[config.mk]
export PLATFORM = sky130hd
export DESIGN_NAME = periph_bus_mux
export DESIGN_NICKNAME = d
export VERILOG_FILES = /design/src/rtl/periph_bus_mux.sv
export SDC_FILE = /design/constraint.sdc
export NUM_CORES = 1
export LEC_CHECK = 0
export ABC_AREA = 0
export BUFFER_PORTS_ARGS = -buffer_cell sky130_fd_sc_hd__buf_2
export CAP_MARGIN = 20
export CORE_ASPECT_RATIO = 1.5
export CORE_MARGIN = 5
export CORE_UTILIZATION = 30
export CTS_BUF_LIST = sky130_fd_sc_hd__clkbuf_16
export DETAILED_ROUTE_END_ITERATION = 8
export PLACE_DENSITY = 0.6
export REMOVE_ABC_BUFFERS = 1
export SETUP_SLACK_MARGIN = 0.05
export SLEW_MARGIN = 20
export SYNTH_ARGS = -nofsm -noshare
export SYNTH_HDL_FRONTEND = slang
export SYNTH_SLANG_ARGS = --single-unit
[constraint.sdc]
create_clock -name pclk -period 2.6 [get_ports pclk]
set_clock_uncertainty 0.2 [all_clocks]
set_input_delay 0.26 -clock pclk [delete_from_list [all_inputs] [get_ports pclk]]
set_output_delay 0.26 -clock pclk [all_outputs]
set_load 0.01 [all_outputs]
[src/rtl/periph_bus_mux.sv]
// periph_bus_mux: registered peripheral bus decoder/multiplexer with bursts, a per-beat
// slave timeout, decode-error responses and a latched priority interrupt encoder.
module periph_bus_mux #(
  parameter int unsigned                XLEN       = 32,
  parameter int unsigned                NUM_SLAVES = 4,
  parameter logic [NUM_SLAVES*XLEN-1:0] SLV_BASE   =
    {32'h3000_0000, 32'h2000_0000, 32'h1000_0000, 32'h0000_0000},
  parameter logic [NUM_SLAVES*XLEN-1:0] SLV_MASK   = {4{32'hF000_0000}},
  parameter int unsigned                TIMEOUT    = 255,
  parameter int unsigned                CODE_W     = 5
) (
  input  logic                       pclk,
  input  logic                       rst,
  input  logic [XLEN-1:0]            m_addr,
  input  logic                       m_read,
  input  logic                       m_write,
  input  logic [XLEN-1:0]            m_wdata,
  input  logic [1:0]                 m_byte_size,
  input  logic [2:0]                 m_burst_len,
  input  logic                       read_ready,
  output logic [XLEN-1:0]            m_rdata,
  output logic                       m_ready,
  output logic                       m_err,
  output logic [NUM_SLAVES-1:0]      s_sel,
  output logic                       s_read,
  output logic                       s_write,
  output logic [XLEN-1:0]            s_addr,
  output logic [XLEN-1:0]            s_wdata,
  output logic [1:0]                 s_byte_size,
  input  logic [NUM_SLAVES*XLEN-1:0] s_rdata,
  input  logic [NUM_SLAVES-1:0]      s_ready,
  input  logic [NUM_SLAVES-1:0]      irq_in,
  input  logic                       irq_ack,
  output logic [CODE_W-1:0]          int_code,
  output logic                       int_valid
);

  localparam int unsigned     IdxW      = (NUM_SLAVES > 1) ? $clog2(NUM_SLAVES) : 1;
  localparam int unsigned     TmrW      = (TIMEOUT > 1) ? $clog2(TIMEOUT + 1) : 1;
  localparam logic [TmrW-1:0] TmrMax    = TmrW'(TIMEOUT);
  localparam logic [XLEN-1:0] BeatBytes = XLEN'(XLEN / 8);

  typedef enum logic [2:0] {StIdle, StAccess, StResp, StErr, StHold} state_e;

  state_e                state_q, state_d;
  logic [IdxW-1:0]       idx_q, idx_d;
  logic [XLEN-1:0]       addr_q, addr_d;
  logic [XLEN-1:0]       wdata_q, wdata_d;
  logic [1:0]            size_q, size_d;
  logic [2:0]            beats_q, beats_d;
  logic                  is_rd_q, is_rd_d;
  logic [TmrW-1:0]       timer_q, timer_d;
  logic [XLEN-1:0]       m_rdata_q, m_rdata_d;
  logic                  m_ready_q, m_ready_d;
  logic                  m_err_q, m_err_d;
  logic [NUM_SLAVES-1:0] s_sel_q, s_sel_d;
  logic                  s_read_q, s_read_d;
  logic                  s_write_q, s_write_d;
  logic [NUM_SLAVES-1:0] irq_q, irq_d;
  logic [NUM_SLAVES-1:0] pend_q, pend_d;
  logic [CODE_W-1:0]     int_code_q, int_code_d;
  logic                  int_valid_q, int_valid_d;

  logic                  dec_hit;
  logic [IdxW-1:0]       dec_idx;
  logic                  sel_ready;
  logic [XLEN-1:0]       sel_rdata;
  logic [NUM_SLAVES-1:0] irq_rise, ack_mask, pend_kept;

  function automatic logic [NUM_SLAVES-1:0] onehot(input logic [IdxW-1:0] idx);
    logic [NUM_SLAVES-1:0] oh;
    oh = '0;
    for (int i = 0; i < NUM_SLAVES; i++) begin
      if (idx == IdxW'(i)) oh[i] = 1'b1;
    end
    return oh;
  endfunction

  // Scan from the top so the lowest matching index is the one left standing.
  always_comb begin
    dec_hit = 1'b0;
    dec_idx = '0;
    for (int i = NUM_SLAVES - 1; i >= 0; i--) begin
      if ((m_addr & SLV_MASK[i*XLEN +: XLEN]) == SLV_BASE[i*XLEN +: XLEN]) begin
        dec_hit = 1'b1;
        dec_idx = IdxW'(i);
      end
    end
  end

  always_comb begin
    sel_ready = 1'b0;
    sel_rdata = '0;
    for (int i = 0; i < NUM_SLAVES; i++) begin
      if (idx_q == IdxW'(i)) begin
        sel_ready = s_ready[i];
        sel_rdata = s_rdata[i*XLEN +: XLEN];
      end
    end
  end

  always_comb begin
    state_d   = state_q;
    idx_d     = idx_q;
    addr_d    = addr_q;
    wdata_d   = wdata_q;
    size_d    = size_q;
    beats_d   = beats_q;
    is_rd_d   = is_rd_q;
    timer_d   = timer_q;
    m_rdata_d = '0;
    m_ready_d = 1'b0;
    m_err_d   = 1'b0;
    s_sel_d   = '0;
    s_read_d  = 1'b0;
    s_write_d = 1'b0;
    case (state_q)
      StIdle: begin
        if (m_read || m_write) begin
          addr_d  = m_addr;
          wdata_d = m_wdata;
          size_d  = m_byte_size;
          beats_d = m_burst_len;
          is_rd_d = m_read;
          timer_d = '0;
          if (dec_hit && !(m_read && m_write)) begin
            idx_d     = dec_idx;
            state_d   = StAccess;
            s_sel_d   = onehot(dec_idx);
            s_read_d  = m_read;
            s_write_d = m_write;
          end else begin
            state_d   = StErr;
            m_ready_d = 1'b1;
            m_err_d   = 1'b1;
          end
        end
      end
      StAccess: begin
        if (timer_q == TmrMax) begin
          state_d   = StErr;
          timer_d   = '0;
          m_ready_d = 1'b1;
          m_err_d   = 1'b1;
        end else if (sel_ready) begin
          state_d   = StResp;
          timer_d   = '0;
          m_ready_d = 1'b1;
          m_rdata_d = is_rd_q ? sel_rdata : '0;
        end else begin
          timer_d = timer_q + 1'b1;
          // Strobes drop the cycle the timer expires; the error follows one cycle later.
          if (timer_d != TmrMax) begin
            s_sel_d   = onehot(idx_q);
            s_read_d  = is_rd_q;
            s_write_d = ~is_rd_q;
          end
        end
      end
      StResp: begin
        m_ready_d = 1'b1;
        m_rdata_d = m_rdata_q;
        if (!is_rd_q || read_ready) begin
          m_ready_d = 1'b0;
          m_rdata_d = '0;
          if (beats_q != 3'd0) begin
            addr_d    = addr_q + BeatBytes;
            beats_d   = beats_q - 3'd1;
            timer_d   = '0;
            state_d   = StAccess;
            s_sel_d   = onehot(idx_q);
            s_read_d  = is_rd_q;
            s_write_d = ~is_rd_q;
          end else begin
            state_d = StHold;
          end
        end
      end
      StErr:  state_d = StHold;
      StHold: if (!m_read && !m_write) state_d = StIdle;
      default: state_d = StIdle;
    endcase
  end

  // A fresh edge on the acknowledged bit keeps it pending.
  always_comb begin
    irq_d    = irq_in;
    irq_rise = irq_in & ~irq_q;
    ack_mask = '0;
    for (int i = 0; i < NUM_SLAVES; i++) begin
      if (irq_ack && (int_code_q == CODE_W'(i + 1))) ack_mask[i] = 1'b1;
    end
    pend_kept  = pend_q & ~(ack_mask & ~irq_rise);
    pend_d     = pend_kept | irq_rise;
    int_code_d = '0;
    for (int i = NUM_SLAVES - 1; i >= 0; i--) begin
      if (pend_kept[i]) int_code_d = CODE_W'(i + 1);
    end
    int_valid_d = (int_code_d != '0);
  end

  always_ff @(posedge pclk) begin
    if (rst) begin
      state_q     <= StIdle;
      idx_q       <= '0;
      addr_q      <= '0;
      wdata_q     <= '0;
      size_q      <= '0;
      beats_q     <= '0;
      is_rd_q     <= 1'b0;
      timer_q     <= '0;
      m_rdata_q   <= '0;
      m_ready_q   <= 1'b0;
      m_err_q     <= 1'b0;
      s_sel_q     <= '0;
      s_read_q    <= 1'b0;
      s_write_q   <= 1'b0;
      irq_q       <= '0;
      pend_q      <= '0;
      int_code_q  <= '0;
      int_valid_q <= 1'b0;
    end else begin
      state_q     <= state_d;
      idx_q       <= idx_d;
      addr_q      <= addr_d;
      wdata_q     <= wdata_d;
      size_q      <= size_d;
      beats_q     <= beats_d;
      is_rd_q     <= is_rd_d;
      timer_q     <= timer_d;
      m_rdata_q   <= m_rdata_d;
      m_ready_q   <= m_ready_d;
      m_err_q     <= m_err_d;
      s_sel_q     <= s_sel_d;
      s_read_q    <= s_read_d;
      s_write_q   <= s_write_d;
      irq_q       <= irq_d;
      pend_q      <= pend_d;
      int_code_q  <= int_code_d;
      int_valid_q <= int_valid_d;
    end
  end

  assign m_rdata     = m_rdata_q;
  assign m_ready     = m_ready_q;
  assign m_err       = m_err_q;
  assign s_sel       = s_sel_q;
  assign s_read      = s_read_q;
  assign s_write     = s_write_q;
  assign s_addr      = addr_q;
  assign s_wdata     = wdata_q;
  assign s_byte_size = size_q;
  assign int_code    = int_code_q;
  assign int_valid   = int_valid_q;

endmodule

==> reports/metrics.yaml, run 1 <==
p_switching_uw: 3260
ant_nets: 0
path_delay_family: "simple AND/OR/NAND/NOR gates"
switching_share_pct: 38.2
clk_latency_ns: 0.42
run_status: "complete, no violations"
final_common_cell: "buf_2"
grt_pass1_vias: 7805
critPathBufInv: 1
syn_area_sq_um: 6940
die_area_sq_um: 26300
hold_class: "in -> reg"
yosys_register_bits: 135
postCtsSetupRepairBufs: 0
drive_gt1_share_pct: 35.3
clkPwrFrac_pct: 26.5
drtIter0Drc: 366
dpl_cell_area_sq_um: 8820
die_h_um: 196
yosysTopAreaCellShare_pct: 38.9
finalCriticalPeriod_ns: 2.43
vias: 7612
worstMarginPinSlew_ns: 0.675
io_buffers: 320
finalCritPeriodShare_pct: 93.6
power_density_nw_per_um2: 862
cts_made_buffers: 17
synth_area_per_cell_sq_um: 8.48
slowest_stage: "or4b_1"
worst_ir_drop_vdd_mv: 0.497
antenna_cells: 0
grt_pass1_wl_um: 39100
seq_area_sq_um: 2710
rsz0062_at_grt: "false"
nets: 1377
wl_per_cell_um: 16.8
p_comb_share_pct: 39.3
drtPass1Iterations: 5
cp_max_fo: 10
critical_path_class: "reg -> reg"
finalHoldViolCount: 0
cp-start-kind: "register"
antenna_found_initial: 2
ys_seq_area_share_pct: 38.9
fin_setup_tns_ns: 0
design_area_sq_um: 9910
die_w_um: 134
routed_wl_um: 24400
synth-edff-count: 0
dp_hpwl_um: 17900
critPathMaxStageDelay_ns: 0.55
place_congestion: 0.830
ys_warn_count: 0
cts_root_buf: "clkbuf_16"
drc_errors: 0
via_per_inst: 5.24
clock.fmax_mhz: 411
crit_path_end_kind: "register"
synth_cell_type_count: 67
async_reset_ff_share_pct: 0
p_leak_uw: 0.00428
finish.utilization_pct: 43.3
multi_input_area_sq_um: 3910
hold_ws_ns: 0.0241
reg2reg_from: "beats_q[0]"
crit_required_ns: 2.74
drv_slew: 0
yosys.area.top_type: "dfxtp_1"
ios: 323
min_from: "m_addr[7]"
clk_pin_slew_worst_paths_ns: 0.06
intPower_uw: 5280
relSlewSlack_pct: 54.8
path_cells: "inv_1 > ha_1 > nor2b_1 > or2_1 > a211o_1 > or4b_1 > a31oi_1"
cap_viol_max_count: 0
fillers: 2285
grt_max_degree: 63
p_seq_share_pct: 34.2
cts_tree: "done"
layout_common_cells: "319 x buf_2, 133 x dfxtp_1, 128 x nand2_1"
ys.flop_type: "dfxtp_1"
area_delta_synth_final_pct: 42.8
grt.overflow.total: 0
cts_sinks: 135
ys_top_cells_by_area: "dfxtp_1 39%, mux4_2 9.7%, nand2_1 6.9%"
core_area_sq_um: 22900
cp-startpoint: "beats_q[0]"
clock_path_buffers: 2
synthCells: 818
initial_core_util_pct: 30.3
fp-row-count: 68
setup_violations: 0
htree_levels: 4
crit_arrival_ns: 2.57
grt.total_usage_pct: 18.1
[routing by layer]
layer | vias to the layer above | track usage, % | wire, um | share of wire, %
met5 | - | 0 | 27 | 0.11
met4 | 4 | 7.13 | 698 | 2.9
met3 | 46 | 5.05 | 1900 | 7.8
met2 | 298 | 33.5 | 12600 | 52
met1 | 3574 | 19.2 | 9180 | 38
li1 | 3690 | - | - | -
[cell families (layout without fill, tap and decap cells)]
kind of cell / Yosys count / count (layout) / synth area share [%]
fa+ha+maj: 5 / 5 / 0.902
compound gates: 235 / 235 / 21.8
other cells: 1 / 2 / 0.0540
flops: 135 / 135 / 38.9
mux: 30 / 30 / 9.74
simple gates: 328 / 328 / 23.1
xor+xnor: 3 / 3 / 0.379
buf+inv: 81 / 435 / 5.05
[layout make-up]
type                            count  share of cell area, %
Multi-Input combinational cell    603                   39.4
Tap cell                          280                   3.54
Timing Repair Buffer              398                   24.0
Inverter                            6                  0.227
Sequential cell                   135                   27.3
Clock inverter                     14                   1.21
Clock buffer                       17                   4.29
[sequential cells by signal, summed over array words and instances, names as in the netlist, 2 cells and up]
name / flops
int_code: 3
s_addr: 32
timer_q: 8
irq_q: 4
s_wdata: 32
s_sel: 4
beats_q: 3
m_rdata: 32
idx_q: 2
s_byte_size: 2
pend_q: 4
state_q: 3
[path summary, 6_finish.rpt]
| check | endpoint | slack (ns) | cells past startpoint |
|---|---|---|---|
| worst min register to register | s_addr[1] | 0.25 | 2 |
| worst max-delay path | s_addr[30] | 0.17 | 7 |
| worst max register to register | s_addr[30] | 0.17 | 7 |
| worst min-delay path | s_addr[7] | 0.02 | 3 |
[timing repair]
item | in CTS | in global routing
endpoints found under the hold margin | 60 | 0
resized for setup | 0 | 0
hold buffers | 54 | 0
[power groups by stage]
stage	sequential [uW]	clock (uW)	combinational (uW)
after CTS	2910	2330	3400
after global placement	2940	0	3290
after global routing	2990	2440	3740
after floorplan	3120	0	1680
final	2920	2260	3360
after detailed placement	2960	0	3320
[worst register-to-register path: cells and delay by family (launching register included)]
family / cells / cell delay (ns)
AND/OR/NAND/NOR: 3 / 0.97
AO/OA/AOI/OAI: 2 / 0.60
flip-flops: 1 / 0.31
adder cells (fa/ha/maj): 1 / 0.21
buffers and inverters: 1 / 0.07
[cell usage after synthesis, types with 7 or more instances]
cell type,number
dfxtp_1,135
nand2_1,128
a21oi_1,89
nor2_1,65
clkbuf_1,47
a22oi_1,32
mux4_2,30
nand3_1,26
o21ai_0,26
a31oi_1,15
nor3_1,15
o211ai_1,14
and2_1,12
a211oi_1,11
and3_1,11
nand4_1,11
buf_2,10
buf_1,9
nand2b_1,9
nor2b_1,8
nor4b_1,8
a311oi_1,7
[through the flow]
| stage | worst slack (ns) | power [uW] | std cells |
|---|---|---|---|
| floorplan | -1.59 | 4800 | 744 |
| global placement | 0.223 | 6230 | 1368 |
| detailed placement | 0.193 | 6270 | 1368 |
| CTS | 0.161 | 8650 | 1453 |
| global route | 0.0564 | 9160 | 1453 |
| finish | 0.167 | 8540 | 1453 |
No activity file was read; power rests on OpenSTA's default activity.
==> inputs of run 2 (changes only) <==
--- a/config.mk
+++ b/config.mk
@@ -13,7 +13,7 @@
 export CORE_UTILIZATION = 30
 export CTS_BUF_LIST = sky130_fd_sc_hd__clkbuf_16
 export DETAILED_ROUTE_END_ITERATION = 8
-export PLACE_DENSITY = 0.6
+export PLACE_DENSITY_LB_ADDON = 0.05
 export REMOVE_ABC_BUFFERS = 1
 export SETUP_SLACK_MARGIN = 0.05
 export SLEW_MARGIN = 20
==> run 2 against run 1 <==
Compared with the run above:
- register-to-register slack better by 0.04 ns
- final area up 2.0%
- setup slack better by 0.041 ns
- combinational power is 5% higher
- highest routed layer is now met4
- cell count increased by 0.76%
- maximum frequency up 1.7%
- core utilization up 0.88 points
- die area did not move
==> reports/metrics.yaml, run 2 (synthesized netlist as in run 1, its figures left out) <==
r2r_setup_slack_ns: 0.21  # +0.04 ns
core_area_sq_um: 22900  # unchanged
clock.fmax_mhz: 418  # +1.7%
worst_ir_drop_vdd_mv: 0.480  # -3.3%
cts_sinks: 135  # unchanged
crit_arrival_ns: 2.54  # -0.03 ns
power_density_nw_per_um2: 884  # +2.5%
place_congestion: 0.765  # -7.8%
rr_worst_depth: 7  # unchanged
cp_max_fo: 12  # +2
rsz0062_at_grt: "false"
drv_slew: 0  # unchanged
intPower_uw: 5550  # +5.2%
grt.overflow.total: 0  # unchanged
finalCriticalPeriod_ns: 2.39  # -0.0414 ns
drive_gt1_share_pct: 35.7  # +0.43 points
cp-start-kind: "register"
slowest_stage: "or4b_1"
grt_max_degree: 104  # +65%
grt.total_usage_pct: 18.7  # +0.61 points
via_per_inst: 5.13  # -2.2%
cts_tree: "done"
clkPwrFrac_pct: 28.3  # +1.8 points
cap_viol_max_count: 0  # unchanged
vias: 7503  # -1.4%
p_leak_uw: 0.00436  # +1.8%
holdPathEnd: "s_addr[11]"
critPathMaxStageDelay_ns: 0.53  # -0.02 ns
layout_common_cells: "319 x buf_2, 133 x dfxtp_1, 128 x nand2_1"
die_w_um: 134  # unchanged
postCtsSetupRepairBufs: 0  # unchanged
worstMarginPinSlew_ns: 0.594  # -0.0804 ns
clk_latency_ns: 0.42  # about the same
finalCritPeriodShare_pct: 92.0  # -1.6 points
min_from: "m_addr[11]"
dpl_cell_area_sq_um: 8890  # +0.79%
p_switching_uw: 3380  # +3.5%
area_delta_synth_final_pct: 45.7
run_status: "complete, no violations"
crit_path_end_kind: "register"
cts_root_buf: "clkbuf_16"
multi_input_area_sq_um: 3920  # +0.22%
initial_core_util_pct: 30.3  # unchanged
grt_pass1_vias: 7373  # -5.5%
io_buffers: 320  # unchanged
grt_pass1_wl_um: 39700  # +1.7%
setup_violations: 0  # unchanged
clk_pin_slew_worst_paths_ns: 0.06  # about the same
finish.utilization_pct: 44.2  # +0.88 points
antenna_cells: 0  # unchanged
fin_ws_ns: 0.208  # +0.0414 ns
ant_nets: 0  # unchanged
fillers: 2385  # +4.4%
wl_per_cell_um: 17.5  # +4.2%
switching_share_pct: 37.8  # -0.39 points
p_comb_share_pct: 39.4  # about the same
routed_wl_um: 25700  # +5.0%
relSlewSlack_pct: 60.1  # +5.3 points
seq_area_sq_um: 2710  # unchanged
crit_required_ns: 2.74  # about the same
drtPass1Iterations: 4  # -1
die_h_um: 196  # unchanged
path_delay_family: "simple AND/OR/NAND/NOR gates"
die_area_sq_um: 26300  # unchanged
p_seq_share_pct: 32.3  # -1.9 points
holdPathStages: 3  # unchanged
ios: 323  # unchanged
dp_slack_ns: 0.131  # -0.0625 ns
fp-row-count: 68  # unchanged
hold_ws_ns: 0.0228  # -0.00134 ns
r2r-end: "s_addr[30]"
final_common_cell: "buf_2"
path_cells: "inv_1 > ha_1 > nor2b_1 > or2_1 > a211o_4 > or4b_1 > a31oi_1"
fin_total_pwr_uw: 8930  # +4.6%
hold_class: "in -> reg"
design_area_sq_um: 10100  # +2.0%
htree_levels: 4  # unchanged
drc_errors: 0  # unchanged
reg2reg_from: "beats_q[0]"
drtIter0Drc: 323  # -12%
finalHoldViolCount: 0  # unchanged
critPathBufInv: 1  # unchanged
dp_hpwl_um: 18600  # +3.6%
antenna_found_initial: 0  # -2
cts_made_buffers: 17  # unchanged
critical_path_class: "reg -> reg"
clock_path_buffers: 2  # unchanged
nets: 1389  # +0.87%
==> run 2: cell types whose count changed in the layout (fill, tap and decap cells not counted), moves of 2 or more <==
cell / previous run / this run
clkinv_2: 6 / 1
clkinv_4: 0 / 4
buf_12: 4 / 6
dlygate4sd3_1: 54 / 60
buf_4: 21 / 25
inv_1: 9 / 6
bufinv_16: 2 / 4
==> run 2: per-layer routing <==
metal / vias to the layer above / wire, um / track usage, %
met5: - / 0 / 0
met4: 0 / 538 / 5.66
met1: 3512 / 10200 / 21.6
met3: 36 / 1700 / 4.80
li1: 3717 / - / -
met2: 238 / 13200 / 33.7
==> run 2: layout make-up <==
| type | instances | share of cell area (%) |
|---|---|---|
| timing repair buffer | 410 | 24.8 |
| sequential | 135 | 26.8 |
| clock buffer | 17 | 4.21 |
| clock inverter | 13 | 1.81 |
| tap | 280 | 3.47 |
| multi-input combinational | 603 | 38.7 |
| inverter | 6 | 0.223 |
==> run 2: timing repair <==
action,CTS,global route
endpoints found under the setup margin,0,3
gates resized for setup,0,2
hold endpoints to repair,63,0
hold buffers,60,0
==> run 2: worst max-delay path by stage <==
stage / start / end / slack, ns / depth (start not counted)
CTS: beats_q[0] / s_addr[30] / 0.13 / 7
global placement: beats_q[0] / s_addr[30] / 0.17 / 7
floorplan: state_q[1] / beats_q[2] / -1.59 / 5
global route: beats_q[0] / s_addr[21] / 0.06 / 7
detailed placement: beats_q[0] / s_addr[28] / 0.13 / 7
finish: beats_q[0] / s_addr[30] / 0.21 / 7
==> run 2: stage by stage <==
step,setup TNS [ns],instances
floorplan,-115.68,744
global placement,0,1374
detailed placement,0,1374
CTS,0,1464
global route,0,1464
finish,0,1464
==> run 2: power groups by stage <==
stage	Clock, uW	Combinational [uW]	Sequential, uW
floorplan	0	1680	3120
CTS	2620	3550	2880
global placement	0	3460	2930
global route	2700	3920	2960
detailed placement	0	3460	2920
finish	2520	3520	2890
==> run 2: worst min-delay path, stage by stage <==
cell      delay (ns)
buf_2           0.10
o22ai_1         0.15
a211oi_1        0.08
==> inputs of run 3 (changes only) <==
--- a/config.mk
+++ b/config.mk
@@ -6,7 +6,7 @@
 export NUM_CORES = 1
 export LEC_CHECK = 0
 export ABC_AREA = 0
-export BUFFER_PORTS_ARGS = -buffer_cell sky130_fd_sc_hd__buf_2
+export BUFFER_PORTS_ARGS = -buffer_cell sky130_fd_sc_hd__buf_4
 export CAP_MARGIN = 20
 export CORE_ASPECT_RATIO = 1.5
 export CORE_MARGIN = 5
==> run 3 against run 2 <==
Compared with the run above:
- core utilization grew 3.2 points
- critical path depth is the same
- clock-buffer cell count is the same
- sequential power is essentially flat
- setup slack gained 0.018 ns
- die area is the same
- sequential share of layout area shrank 1.8 points
- via count grew 0.57%
- global-route usage grew 0.29 points
- largest power group unchanged
==> reports/metrics.yaml, run 3 (synthesized netlist as in run 1, its figures left out) <==
cts_made_buffers: 17  # unchanged
finalCritPeriodShare_pct: 91.3  # -0.71 points
routed_wl_um: 26200  # +2.1%
clock.fmax_mhz: 421  # +0.77%
initial_core_util_pct: 30.3  # unchanged
p_switching_uw: 3400  # +0.68%
grt.overflow.total: 0  # unchanged
drc_errors: 0  # unchanged
finalHoldViolCount: 0  # unchanged
clock_path_buffers: 2  # unchanged
switching_share_pct: 37.6  # -0.21 points
hold_class: "in -> reg"
vias: 7546  # +0.57%
nets: 1388  # -0.072%
cp_max_fo: 12  # unchanged
cp-start-kind: "register"
p_leak_uw: 0.00452  # +3.8%
fin_ws_ns: 0.226  # +0.0184 ns
fp-row-count: 68  # unchanged
p_comb_share_pct: 41.9  # +2.5 points
setup_violations: 0  # unchanged
intPower_uw: 5640  # +1.6%
htree_levels: 4  # unchanged
cap_viol_max_count: 0  # unchanged
antenna_cells: 0  # unchanged
drtIter0Drc: 320  # -0.93%
worst_ir_drop_vdd_mv: 0.447  # -6.8%
die_area_sq_um: 26300  # unchanged
core_area_sq_um: 22900  # unchanged
worstMarginPinSlew_ns: 0.596  # +0.00147 ns
place_congestion: 0.806  # +5.3%
dp_slack_ns: 0.163  # +0.0315 ns
clk_pin_slew_worst_paths_ns: 0.06  # about the same
fillers: 2296  # -3.7%
die_h_um: 196  # unchanged
die_w_um: 134  # unchanged
cts_root_buf: "clkbuf_16"
postCtsSetupRepairBufs: 0  # unchanged
crit_required_ns: 2.75  # about the same
crit_arrival_ns: 2.53  # about the same
finish.utilization_pct: 47.4  # +3.2 points
crit_path_end_kind: "register"
final_common_cell: "buf_4"
clk_latency_ns: 0.42  # about the same
cts_tree: "done"
layout_common_cells: "346 x buf_4, 133 x dfxtp_1, 128 x nand2_1"
wl_per_cell_um: 17.9  # +2.0%
io_buffers: 320  # unchanged
area_delta_synth_final_pct: 56.3
via_per_inst: 5.15  # +0.50%
grt_max_degree: 52  # -50%
drive_gt1_share_pct: 35.8  # +0.054 points
grt.total_usage_pct: 19.0  # +0.29 points
dp_hpwl_um: 19200  # +3.4%
cts_sinks: 135  # unchanged
fin_total_pwr_uw: 9040  # +1.2%
antenna_found_initial: 0  # unchanged
ios: 323  # unchanged
grt_pass1_wl_um: 40100  # +0.99%
rsz0062_at_grt: "false"
drv_slew: 0  # unchanged
critical_path_class: "reg -> reg"
clkPwrFrac_pct: 25.8  # -2.5 points
power_density_nw_per_um2: 834  # -5.7%
grt_pass1_vias: 7436  # +0.85%
p_seq_share_pct: 32.3  # about the same
drtPass1Iterations: 5  # +1
relSlewSlack_pct: 60.0  # -0.099 points
ant_nets: 0  # unchanged
finalCriticalPeriod_ns: 2.37  # -0.0184 ns
run_status: "complete, no violations"
run 3: cell types whose count changed in the layout (fill, tap and decap cells not counted), sizes merged:
cell         delta
dlygate4sd3     -3
buf             +2
bufinv          -2
clkinvlp        +2
inv             +2
run 3: power by group through the flow:
| stage | registers [uW] | clock network, uW | logic [uW] |
|---|---|---|---|
| 6_report | 2920 | 2340 | 3790 |
| 5_1_grt | 2990 | 2510 | 4170 |
| 4_1_cts | 2920 | 2410 | 3820 |
| 3_5_place_dp | 2960 | 0 | 3720 |
| 3_3_place_gp | 2960 | 0 | 3710 |
| 2_1_floorplan | 3120 | 0 | 1680 |
run 3: through the flow:
| step | hold slack, ns | setup TNS, ns | instance area [sq um] | std cells |
|---|---|---|---|---|
| 6_report | 0.0170 | 0 | 10800 | 1465 |
| 5_1_grt | 0.00305 | 0 | 10800 | 1465 |
| 4_1_cts | 0.000473 | 0 | 10800 | 1465 |
| 3_5_place_dp | 0.247 | 0 | 9700 | 1376 |
| 3_3_place_gp | 0.241 | 0 | 9700 | 1376 |
| 2_1_floorplan | 0.129 | -115.68 | 6620 | 744 |
run 3: layer usage:
metal / vias to the layer above / track usage (%) / wire length [um]
met4: 0 / 5.66 / 462
met3: 31 / 5.00 / 1760
met5: - / 0 / 0
li1: 3718 / - / -
met2: 229 / 34.8 / 13800
met1: 3568 / 21.4 / 10200
run 3: final cells by class:
| cell class | instances | area, sq um | area share, % |
|---|---|---|---|
| clock inverter | 15 | 140 | 1.29 |
| clock buffer | 17 | 425 | 3.92 |
| tap | 280 | 350 | 3.23 |
| sequential | 135 | 2710 | 24.9 |
| inverter | 6 | 22.5 | 0.208 |
| timing repair buffer | 409 | 3290 | 30.3 |
| multi-input combinational | 603 | 3920 | 36.1 |
run 3: critical path, stage by stage (launching register included):
cell and delay, ns:
dfxtp_1 0.30, inv_1 0.07, ha_1 0.21, nor2b_1 0.13, or2_1 0.29, a211o_4 0.42, or4b_1 0.53, a31oi_1 0.16
run 3: repair_timing:
item / CTS / global route
setup endpoints to repair: 0 / 4
hold buffers: 57 / 0
endpoints found under the hold margin: 63 / 0
gates resized for setup: 0 / 2
run 3: final timing paths:
| path | depth (start not counted) | slack, ns | endpoint | startpoint |
|---|---|---|---|---|
| max | 7 | 0.23 | s_addr[28] | beats_q[0] |
| min | 3 | 0.02 | beats_q[1] | m_burst_len[1] |
| max reg2reg | 7 | 0.23 | s_addr[28] | beats_q[0] |
| min reg2reg | 2 | 0.25 | s_addr[1] | s_addr[1] |
